<file path="src/rtl/cnn_sched_pkg.sv">
// Shared encodings and default sizing for the convolution layer scheduler.
package cnn_sched_pkg;

  localparam int unsigned STATE_W          = 3;
  localparam int unsigned WT_BEAT_W_DEF    = 10;
  localparam int unsigned TILE_W_DEF       = 16;
  localparam int unsigned DRAIN_CYCLES_DEF = 6;

  localparam logic [STATE_W-1:0] ST_IDLE    = 3'd0;
  localparam logic [STATE_W-1:0] ST_WLOAD   = 3'd1;
  localparam logic [STATE_W-1:0] ST_BLOAD   = 3'd2;
  localparam logic [STATE_W-1:0] ST_COMPUTE = 3'd3;
  localparam logic [STATE_W-1:0] ST_DRAIN   = 3'd4;
  localparam logic [STATE_W-1:0] ST_DONE    = 3'd5;

  typedef enum logic [STATE_W-1:0] {
    S_IDLE    = ST_IDLE,
    S_WLOAD   = ST_WLOAD,
    S_BLOAD   = ST_BLOAD,
    S_COMPUTE = ST_COMPUTE,
    S_DRAIN   = ST_DRAIN,
    S_DONE    = ST_DONE
  } sched_state_t;

  // Bits needed to hold the value n (at least one bit).
  function automatic int unsigned cnt_width(input int unsigned n);
    return (n < 2) ? 1 : $clog2(n + 1);
  endfunction

endpackage

</file>
<file path="src/rtl/sched_down_counter.sv">
// Loadable down-counter that saturates at zero; reports zero and one for phase exits.
module sched_down_counter #(
  parameter int unsigned W = 8
) (
  input  logic         clk,
  input  logic         rst,
  input  logic         load,
  input  logic [W-1:0] load_val,
  input  logic         dec,
  output logic         zero_c,
  output logic         last_c
);

  logic [W-1:0] count;

  always_ff @(posedge clk) begin
    if (rst) begin
      count <= '0;
    end else if (load) begin
      count <= load_val;
    end else if (dec && (count != '0)) begin
      count <= count - W'(1);
    end
  end

  assign zero_c = (count == '0);
  assign last_c = (count == W'(1));

endmodule

</file>
<file path="src/rtl/conv_layer_scheduler.sv">
// Per-layer phase sequencer: weight load, bias load, tile dispatch, pipeline drain, done.
module conv_layer_scheduler
  import cnn_sched_pkg::*;
#(
  parameter int unsigned WT_BEAT_W    = WT_BEAT_W_DEF,
  parameter int unsigned TILE_W       = TILE_W_DEF,
  parameter int unsigned DRAIN_CYCLES = DRAIN_CYCLES_DEF
) (
  input  logic                 clk,
  input  logic                 rst,
  input  logic                 start,
  input  logic [WT_BEAT_W-1:0] cfg_wt_beats,
  input  logic [TILE_W-1:0]    cfg_tile_num,
  output logic                 ddr_rd_req,
  output logic [WT_BEAT_W-1:0] ddr_rd_len,
  input  logic                 ddr_rd_ack,
  input  logic                 ddr_valid,
  input  logic                 bias_ready,
  output logic                 tile_start,
  input  logic                 tile_done,
  output logic [STATE_W-1:0]   current_state,
  output logic                 state_rst,
  output logic                 busy,
  output logic                 layer_done,
  output logic                 err
);

  localparam int unsigned DRAIN_W = cnt_width(DRAIN_CYCLES);

  sched_state_t state;
  sched_state_t state_nxt_c;
  logic         tile_out;
  logic         start_acc_c, beat_dec_c, tile_fire_c, drain_dec_c;
  logic         drain_load_c, tile_issue_c, err_c;
  logic         beat_zero_c, beat_last_c;
  logic         tile_zero_c, tile_last_c;
  logic         drain_zero_c, drain_last_c;

  // Next-state decode and counter controls.
  always_comb begin
    start_acc_c = (state == S_IDLE) && start;
    beat_dec_c  = (state == S_WLOAD) && ddr_valid && !beat_zero_c;
    tile_fire_c = (state == S_COMPUTE) && tile_done && tile_out;
    drain_dec_c = (state == S_DRAIN) && !drain_zero_c;
    err_c       = (ddr_valid && ((state != S_WLOAD) || beat_zero_c)) ||
                  (tile_done && !tile_fire_c);

    state_nxt_c = state;
    case (state)
      S_IDLE:    if (start) state_nxt_c = (cfg_wt_beats == '0) ? S_BLOAD : S_WLOAD;
      S_WLOAD:   if (beat_dec_c && beat_last_c) state_nxt_c = S_BLOAD;
      S_BLOAD:   if (bias_ready) state_nxt_c = tile_zero_c ? S_DRAIN : S_COMPUTE;
      S_COMPUTE: if (tile_fire_c && tile_last_c) state_nxt_c = S_DRAIN;
      S_DRAIN:   if (drain_last_c) state_nxt_c = S_DONE;
      S_DONE:    state_nxt_c = S_IDLE;
      default:   state_nxt_c = S_IDLE;
    endcase

    drain_load_c = (state_nxt_c == S_DRAIN) && (state != S_DRAIN);
    // First tile on COMPUTE entry, then one per completion while tiles remain.
    tile_issue_c = ((state == S_BLOAD) && (state_nxt_c == S_COMPUTE)) ||
                   (tile_fire_c && !tile_last_c);
  end

  always_ff @(posedge clk) begin
    if (rst) begin
      state      <= S_IDLE;
      state_rst  <= 1'b0;
      busy       <= 1'b0;
      layer_done <= 1'b0;
      tile_start <= 1'b0;
      tile_out   <= 1'b0;
      err        <= 1'b0;
      ddr_rd_req <= 1'b0;
      ddr_rd_len <= '0;
    end else begin
      state      <= state_nxt_c;
      state_rst  <= (state_nxt_c != state);
      busy       <= (state_nxt_c != S_IDLE);
      layer_done <= (state_nxt_c == S_DONE);
      tile_start <= tile_issue_c;
      err        <= err | err_c;

      if (tile_issue_c) begin
        tile_out <= 1'b1;
      end else if (tile_fire_c) begin
        tile_out <= 1'b0;
      end

      // Request held from WLOAD entry through the ack cycle; dropped if the phase ends first.
      if (start_acc_c) begin
        ddr_rd_len <= cfg_wt_beats;
        ddr_rd_req <= (cfg_wt_beats != '0);
      end else if ((state == S_WLOAD) && (ddr_rd_ack || (state_nxt_c != S_WLOAD))) begin
        ddr_rd_req <= 1'b0;
      end
    end
  end

  assign current_state = state;

  sched_down_counter #(.W(WT_BEAT_W)) u_beat_cnt (
    .clk      (clk),
    .rst      (rst),
    .load     (start_acc_c),
    .load_val (cfg_wt_beats),
    .dec      (beat_dec_c),
    .zero_c   (beat_zero_c),
    .last_c   (beat_last_c)
  );

  sched_down_counter #(.W(TILE_W)) u_tile_cnt (
    .clk      (clk),
    .rst      (rst),
    .load     (start_acc_c),
    .load_val (cfg_tile_num),
    .dec      (tile_fire_c),
    .zero_c   (tile_zero_c),
    .last_c   (tile_last_c)
  );

  sched_down_counter #(.W(DRAIN_W)) u_drain_cnt (
    .clk      (clk),
    .rst      (rst),
    .load     (drain_load_c),
    .load_val (DRAIN_W'(DRAIN_CYCLES)),
    .dec      (drain_dec_c),
    .zero_c   (drain_zero_c),
    .last_c   (drain_last_c)
  );

endmodule

</file>
<file path="config.mk">
export PLATFORM = sky130hd
export DESIGN_NAME = conv_layer_scheduler
export DESIGN_NICKNAME = d
export VERILOG_FILES = /design/src/rtl/cnn_sched_pkg.sv /design/src/rtl/sched_down_counter.sv /design/src/rtl/conv_layer_scheduler.sv
export SDC_FILE = /design/constraint.sdc
export NUM_CORES = 1
export LEC_CHECK = 0
export ABC_AREA = 1
export BUFFER_PORTS_ARGS = -buffer_cell sky130_fd_sc_hd__buf_2
export CAP_MARGIN = 20
export CORE_AREA = 10 10 119 78
export DETAILED_ROUTE_END_ITERATION = 16
export DIE_AREA = 0 0 129 88
export PLACE_DENSITY = 0.6
export RECOVER_POWER = 25
export SYNTH_ARGS = -nofsm -noshare
export SYNTH_HDL_FRONTEND = slang
export SYNTH_SLANG_ARGS = --single-unit
</file>
<file path="constraint.sdc">
create_clock -name clk -period 1.9 [get_ports clk]
set_input_delay 0.285 -clock clk [delete_from_list [all_inputs] [get_ports clk]]
set_output_delay 0.285 -clock clk [all_outputs]
set_load 0.03 [all_outputs]
</file>
# ---- Yosys cells after proc, flatten, opt, wreduce, memory -nomap -nowiden
# Cells that the tools add are included.
dict set report op_classes {
  add_sub_neg 3
  n_eq_ne 14
  muxes 18
  bitwise 1
  n_reduce_logical 41
}
# cell count
set op_table {}
lappend op_table {{$mux W16} 2}
lappend op_table {{$mux W3} 8}
lappend op_table {{$logic_not A10 Y1} 2}
lappend op_table {{$mux W10} 2}
lappend op_table {{$reduce_bool A10 Y1} 2}
lappend op_table {{$logic_and A1 B1 Y1} 17}
lappend op_table {{$eq A16 B1 Y1 const B} 1}
lappend op_table {{$logic_not A16 Y1} 1}
lappend op_table {{$reduce_bool A16 Y1} 1}
lappend op_table {{$sub A16 B1 Y16 const B} 1}
lappend op_table {{$pmux W3 S5} 1}
lappend op_table {{$eq A10 B1 Y1 const B} 1}
lappend op_table {{$reduce_bool A2 Y1} 5}
lappend op_table {{$sub A10 B1 Y10 const B} 1}
lappend op_table {{$eq A3 B2 Y1 const B} 3}
lappend op_table {{$eq A3 B3 Y1 const B} 3}
lappend op_table {{$eq A3 B1 Y1 const B} 2}
lappend op_table {{$logic_not A3 Y1} 2}
lappend op_table {{$ne A3 B1 Y1 const B} 2}
lappend op_table {{$reduce_bool A3 Y1} 2}
lappend op_table {{$logic_not A1 Y1} 4}
lappend op_table {{$logic_or A1 B1 Y1} 4}
lappend op_table {{$mux W1} 4}
lappend op_table {{$ne A3 B3 Y1} 1}
lappend op_table {{5 further kinds} 5}
dict set report totals {
  register_bits 49
  in_bits 33
}

# ---- Depth between registers and ports, before layout
dict set report depth {
  word_depth 11
  depth_mapped 13
}

# ---- By module
# From an unflattened synthesis, not the netlist that was laid out.
dict set report unflattened {
  hier_cells 498
  hier_area_um2 3121.7
}
# module instances cells_each area_per_inst_um2 seq_area_each_um2
set by_module_without_submodules {}
lappend by_module_without_submodules {{sched_down_counter (u_tile_cnt)} 1 201 1194.9 320.3}
lappend by_module_without_submodules {conv_layer_scheduler 1 140 968.4 400.4}
lappend by_module_without_submodules {{sched_down_counter (u_beat_cnt)} 1 122 732.0 200.2}
lappend by_module_without_submodules {{sched_down_counter (u_drain_cnt)} 1 35 226.5 60.1}

# ---- Least setup slack after synthesis
# No wires, ideal clock.
dict set report synth_timing {
  path_type {register -> register}
  from {register state[0], in the netlist current_state[0]}
  to {register state_rst}
  setup_ps 120
  arrival_time_ps 1535
  required_time_ps 1780
  path_slack_ps 244
  stages_incl_launch_ff 9
  cell_sequence {dfxtp_1 > nand4_2 > nor2_4 > nand3_4 > nand2_4 > nand3_4 > nor2_8 > xor2_1 > a21oi_1}
}
dict set report synth_between {
  elab_chain_cells 7
  elab_cells_between_ends 18
  cone_classes {eq/ne (5); mux (6); reduce/logical (7)}
}
# element line
set synth_rtl {}
lappend synth_rtl {{start: declaration} conv_layer_scheduler.sv:30} ;# sched_state_t state;
lappend synth_rtl {{start signal: assignment} conv_layer_scheduler.sv:77} ;# state <= state_nxt_c;
lappend synth_rtl {{$eq A3 B2 Y1 or $eq A3 B1 Y1 (tied branches)} {conv_layer_scheduler.sv:43, conv_layer_scheduler.sv:49, conv_layer_scheduler.sv:42}}
lappend synth_rtl {{$logic_and A1 B1 Y1, on equally long branches (2 in series)} {conv_layer_scheduler.sv:43, conv_layer_scheduler.sv:42}}
lappend synth_rtl {{$logic_and A1 B1 Y1, on equally long branches} {conv_layer_scheduler.sv:53, conv_layer_scheduler.sv:51}}
lappend synth_rtl {{$mux W3, on equally long branches} {conv_layer_scheduler.sv:53, conv_layer_scheduler.sv:51}}
lappend synth_rtl {{$pmux W3 S5} conv_layer_scheduler.sv:49} ;# case (state)
lappend synth_rtl {{$ne A3 B3 Y1 *} conv_layer_scheduler.sv:78} ;# state_rst <= (state_nxt_c != state);
lappend synth_rtl {{end signal: assignment} conv_layer_scheduler.sv:78}
lappend synth_rtl {{end: declaration} conv_layer_scheduler.sv:22} ;# output logic state_rst,
# Every way passes the cells marked *; elsewhere a longest branch is shown, timed or not.
# A chain may end at the register's enable or synchronous reset.

# ---- Worst setup path after layout
dict set report layout_timing {
  from {register u_tile_cnt.count[1]}
  to {register u_tile_cnt.count[14]}
}
dict set report layout_between {
  elab_chain_cells 3
  elab_cells_between_ends 6
  cone_classes {add/sub (1); mux (2); reduce/logical (3)}
}
# element line
set layout_rtl {}
lappend layout_rtl {{start: declaration} sched_down_counter.sv:14} ;# logic [W-1:0] count;
lappend layout_rtl {{start signal: assignment} sched_down_counter.sv:20} ;# count <= load_val;
lappend layout_rtl {{start signal: assignment} sched_down_counter.sv:22} ;# count <= count - W'(1);
lappend layout_rtl {{$sub A16 B1 Y16 or $reduce_bool A16 Y1 (tied branches)} {sched_down_counter.sv:22, sched_down_counter.sv:21}}
lappend layout_rtl {{$mux W16 or $logic_and A1 B1 Y1 (tied branches)} sched_down_counter.sv:21} ;# end else if (dec && (count != '0)) begin
lappend layout_rtl {{$mux W16 or $reduce_bool A2 Y1 (tied branches)} --}
# Parallel ways exist; a longest one is shown, timed or not. The select of a mux whose other input is x is not followed.

==> results.py <==
metrics = {
    "yosys": {
        "synth_nets": 416,
        "async_reset_ff_share_pct": 0,
        "synth.most_common_cell": "nand2_1",
        "yosys_warnings": 0,
        "ys_ff_latch": 49,
        "synthFlopType": "dfxtp_1",
        "synth_edf_count": 0,
        "yosys.area.top_type": "dfxtp_1",
        "synth_top_cell_area_share_pct": 35.1,
        "ys_top_cells_by_count": "nand2_1, dfxtp_1, nor2_1",
        "synth_area_per_cell_sq_um": 7.45,
        "yosysSeqAreaShare_pct": 35.1,
        "synth_area_sq_mm": 0.00279,
        "synthTopCellsByArea": "dfxtp_1, nand2_1, nor2_1",
        "synthesis.instances": 375,
        "yosysUniqueCellTypes": 42,
    },
    "clock_tree": {
        "cts-root-buf": "clkbuf_16",
        "h-tree-depth": 2,
        "clockBufferDepth": 2,
        "cts.clk_slew.worst_paths_ps": 70,
        "cts_inserted_buffers": 5,
        "clk_latency_ps": 290,
        "clock-sinks": 49,
        "cts_tree": "yes",
    },
    "grt": {
        "grtUsageMet3_pct": 4.65,
        "track_usage_pct": 13.4,
        "antenna_found_initial": 0,
        "grt_start_max_net_pins": 37,
        "grt_overflow_total": 0,
        "grt_pass1_vias": 2480,
        "grtUsageMet1_pct": 19.4,
        "gr-max-usage-layer": "met1",
        "grt_pass1_wl_um": 12200,
        "globalRouteMet2Util_pct": 18.1,
    },
    "worst_setup_path": {
        "crit_type": "reg2reg",
        "r2r-end": "u_tile_cnt.count[14]",
        "endpoint_kind": "register",
        "startpoint_type": "register",
        "rrSetupSlack_ps": 180,
        "worstPathArrival_ps": 1910,
        "cp_max_fo": 5,
        "reg2reg_from": "u_tile_cnt.count[1]",
        "worstPathRequired_ps": 2090,
        "r2r_cells": 8,
    },
    "routing": {
        "drc": 0,
        "vias": 2640,
        "drt_wl_total_um": 7520,
        "vias_per_cell": 5.09,
        "antenna_left": 0,
        "routedWlPerCell_um": 14.5,
        "dr.pass1.iters": 4,
        "drt-initial-drc-count": 180,
    },
    "placement": {
        "hpwl_um": 5770,
        "port_buffers": 51,
        "place_area_sq_mm": 0.00315,
        "gp_congestion": 0.848,
        "place_inst": 511,
    },
    "floorplanning": {
        "io_pins": 52,
        "dieHeight_um": 88,
        "coreArea_sq_mm": 0.00709,
        "initial_utilization_pct": 39.4,
        "die_x_um": 129,
        "die_area_sq_mm": 0.0114,
        "rows": 24,
    },
    "sta": {
        "worst_pin_slew_ps": 444,
        "hold_ws_ps": 257,
        "layout_min_cycle_time_ps": 1720,
        "fin_crit_sh_pct": 90.5,
        "setup_viol": 0,
        "final_max_slew_viol_count": 0,
        "max-slew-margin-rel_pct": 70.4,
        "finClkSkew_ps": 8.11,
        "hold_viol": 0,
        "max_freq_mhz": 582,
        "fin_tns_setup_ps": 0,
    },
    "hold_path": {
        "hold_class": "in2reg",
        "holdPathStages": 3,
        "hold_path_end": "u_tile_cnt.count[2]",
        "min_from": "cfg_tile_num[2]",
    },
    "final_layout": {
        "fillerInstances": 750,
        "drive_gt1_share_pct": 20.8,
        "fin_area_sq_mm": 0.00328,
        "area_growth_pct": 17.4,
        "fin_nets": 468,
        "num_antenna_cells": 0,
        "final_cells": 519,
    },
    "power_and_ir_drop": {
        "power_density_mw_per_mm2": 863,
        "irDropWorstVdd_mv": 0.399,
        "p_leak_uw": 0.00144,
        "total_power_uw": 2830,
    },
    "run_status": {
        "status": "completed",
    },
    "run": {
        "drv_cap": 0,
    },
}
## report_power, final
part / leakage [uW] / total (uW) / internal, uW / switching (uW)
Clock: 0.0000738 / 894 / 490 / 404
Sequential: 0.000403 / 1180 / 1110 / 72.5
Combinational: 0.000960 / 756 / 260 / 496
Total: 0.00144 / 2830 / 1860 / 972
## layout by cell type, fill, tap and decap left out, types with 6 or more instances in the layout
master | synthesis | layout
clkbuf_1 | 6 | 15
nand4_1 | 6 | 6
nand2_1 | 77 | 76
dfxtp_1 | 49 | 49
xor2_1 | 13 | 13
ha_1 | 8 | 8
nand2_2 | 7 | 8
inv_1 | 35 | 35
buf_4 | 1 | 6
buf_2 | 4 | 36
nand3_1 | 17 | 17
a31oi_1 | 12 | 12
nor2_1 | 42 | 41
o21ai_0 | 16 | 16
a21oi_1 | 27 | 27
## cells by family after synthesis
| family | count (synthesis) | synth area share [%] |
|---|---|---|
| AOI/OAI and AO/OA | 72 | 15.5 |
| xor gates and xnor gates | 15 | 4.70 |
| adders and majority gates | 8 | 3.58 |
| buffers and inverters | 52 | 7.57 |
| DFF | 49 | 35.1 |
| and+or+nand+nor | 179 | 33.6 |
## layout make-up
| class | count | area (sq um) | area share [%] |
|---|---|---|---|
| repair buffers | 57 | 282 | 8.58 |
| inverters | 40 | 150 | 4.58 |
| clock buffers | 5 | 125 | 3.81 |
| multi-input cells | 274 | 1610 | 49.0 |
| well taps | 91 | 114 | 3.47 |
| flip-flops and latches | 49 | 981 | 29.9 |
| clock inverters | 3 | 22.5 | 0.686 |
## worst max path at each step
stage / start / endpoint / slack, ps / depth (start not counted)
floorplan: current_state[0] / state_rst / 240 / 8
global placement: u_beat_cnt.count[0] / u_beat_cnt.count[9] / 210 / 11
detailed placement: u_beat_cnt.count[0] / u_beat_cnt.count[9] / 180 / 11
CTS: u_tile_cnt.count[1] / u_tile_cnt.count[14] / 150 / 9
global route: u_tile_cnt.count[0] / u_tile_cnt.count[14] / -5 / 9
finish: u_tile_cnt.count[1] / u_tile_cnt.count[14] / 180 / 8
## state kept, by name, indices dropped and copies added (netlist names), 3 cells and up
| register | count |
|---|---|
| u_tile_cnt.count | 16 |
| ddr_rd_len | 10 |
| u_beat_cnt.count | 10 |
| current_state | 3 |
| u_drain_cnt.count | 3 |
## per-stage QoR
| step | worst slack [ps] | util [%] |
|---|---|---|
| 6_report | 181 | 46.3 |
| 5_1_grt | -4.53 | 46.3 |
| 4_1_cts | 145 | 46.5 |
| 3_5_place_dp | 184 | 44.4 |
| 3_3_place_gp | 214 | 44.4 |
| 2_1_floorplan | 244 | - |
## repair_timing
item / 4_1_cts / 5_1_grt
setup endpoints to repair: 0 / 2
endpoints found under the hold margin: 0 / 0
hold buffers: 0 / 0
resized for setup: 0 / 2
buffers inserted: 0 / 0
## per-layer routing
layer / routed length [um] / share of wire [%]
met1: 3930 / 52
met2: 2930 / 39
met3: 587 / 7.8
met4: 70 / 0.93
met5: 0 / 0
## critical path, cell delays in order (launching register included)
cell	delay [ps]
dfxtp_1	310
inv_1	150
ha_1	240
nand2_1	100
inv_1	140
nand4_1	150
nor4_1	250
o21ai_0	110
o21a_1	180
No activity file was read; power rests on OpenSTA's default activity.
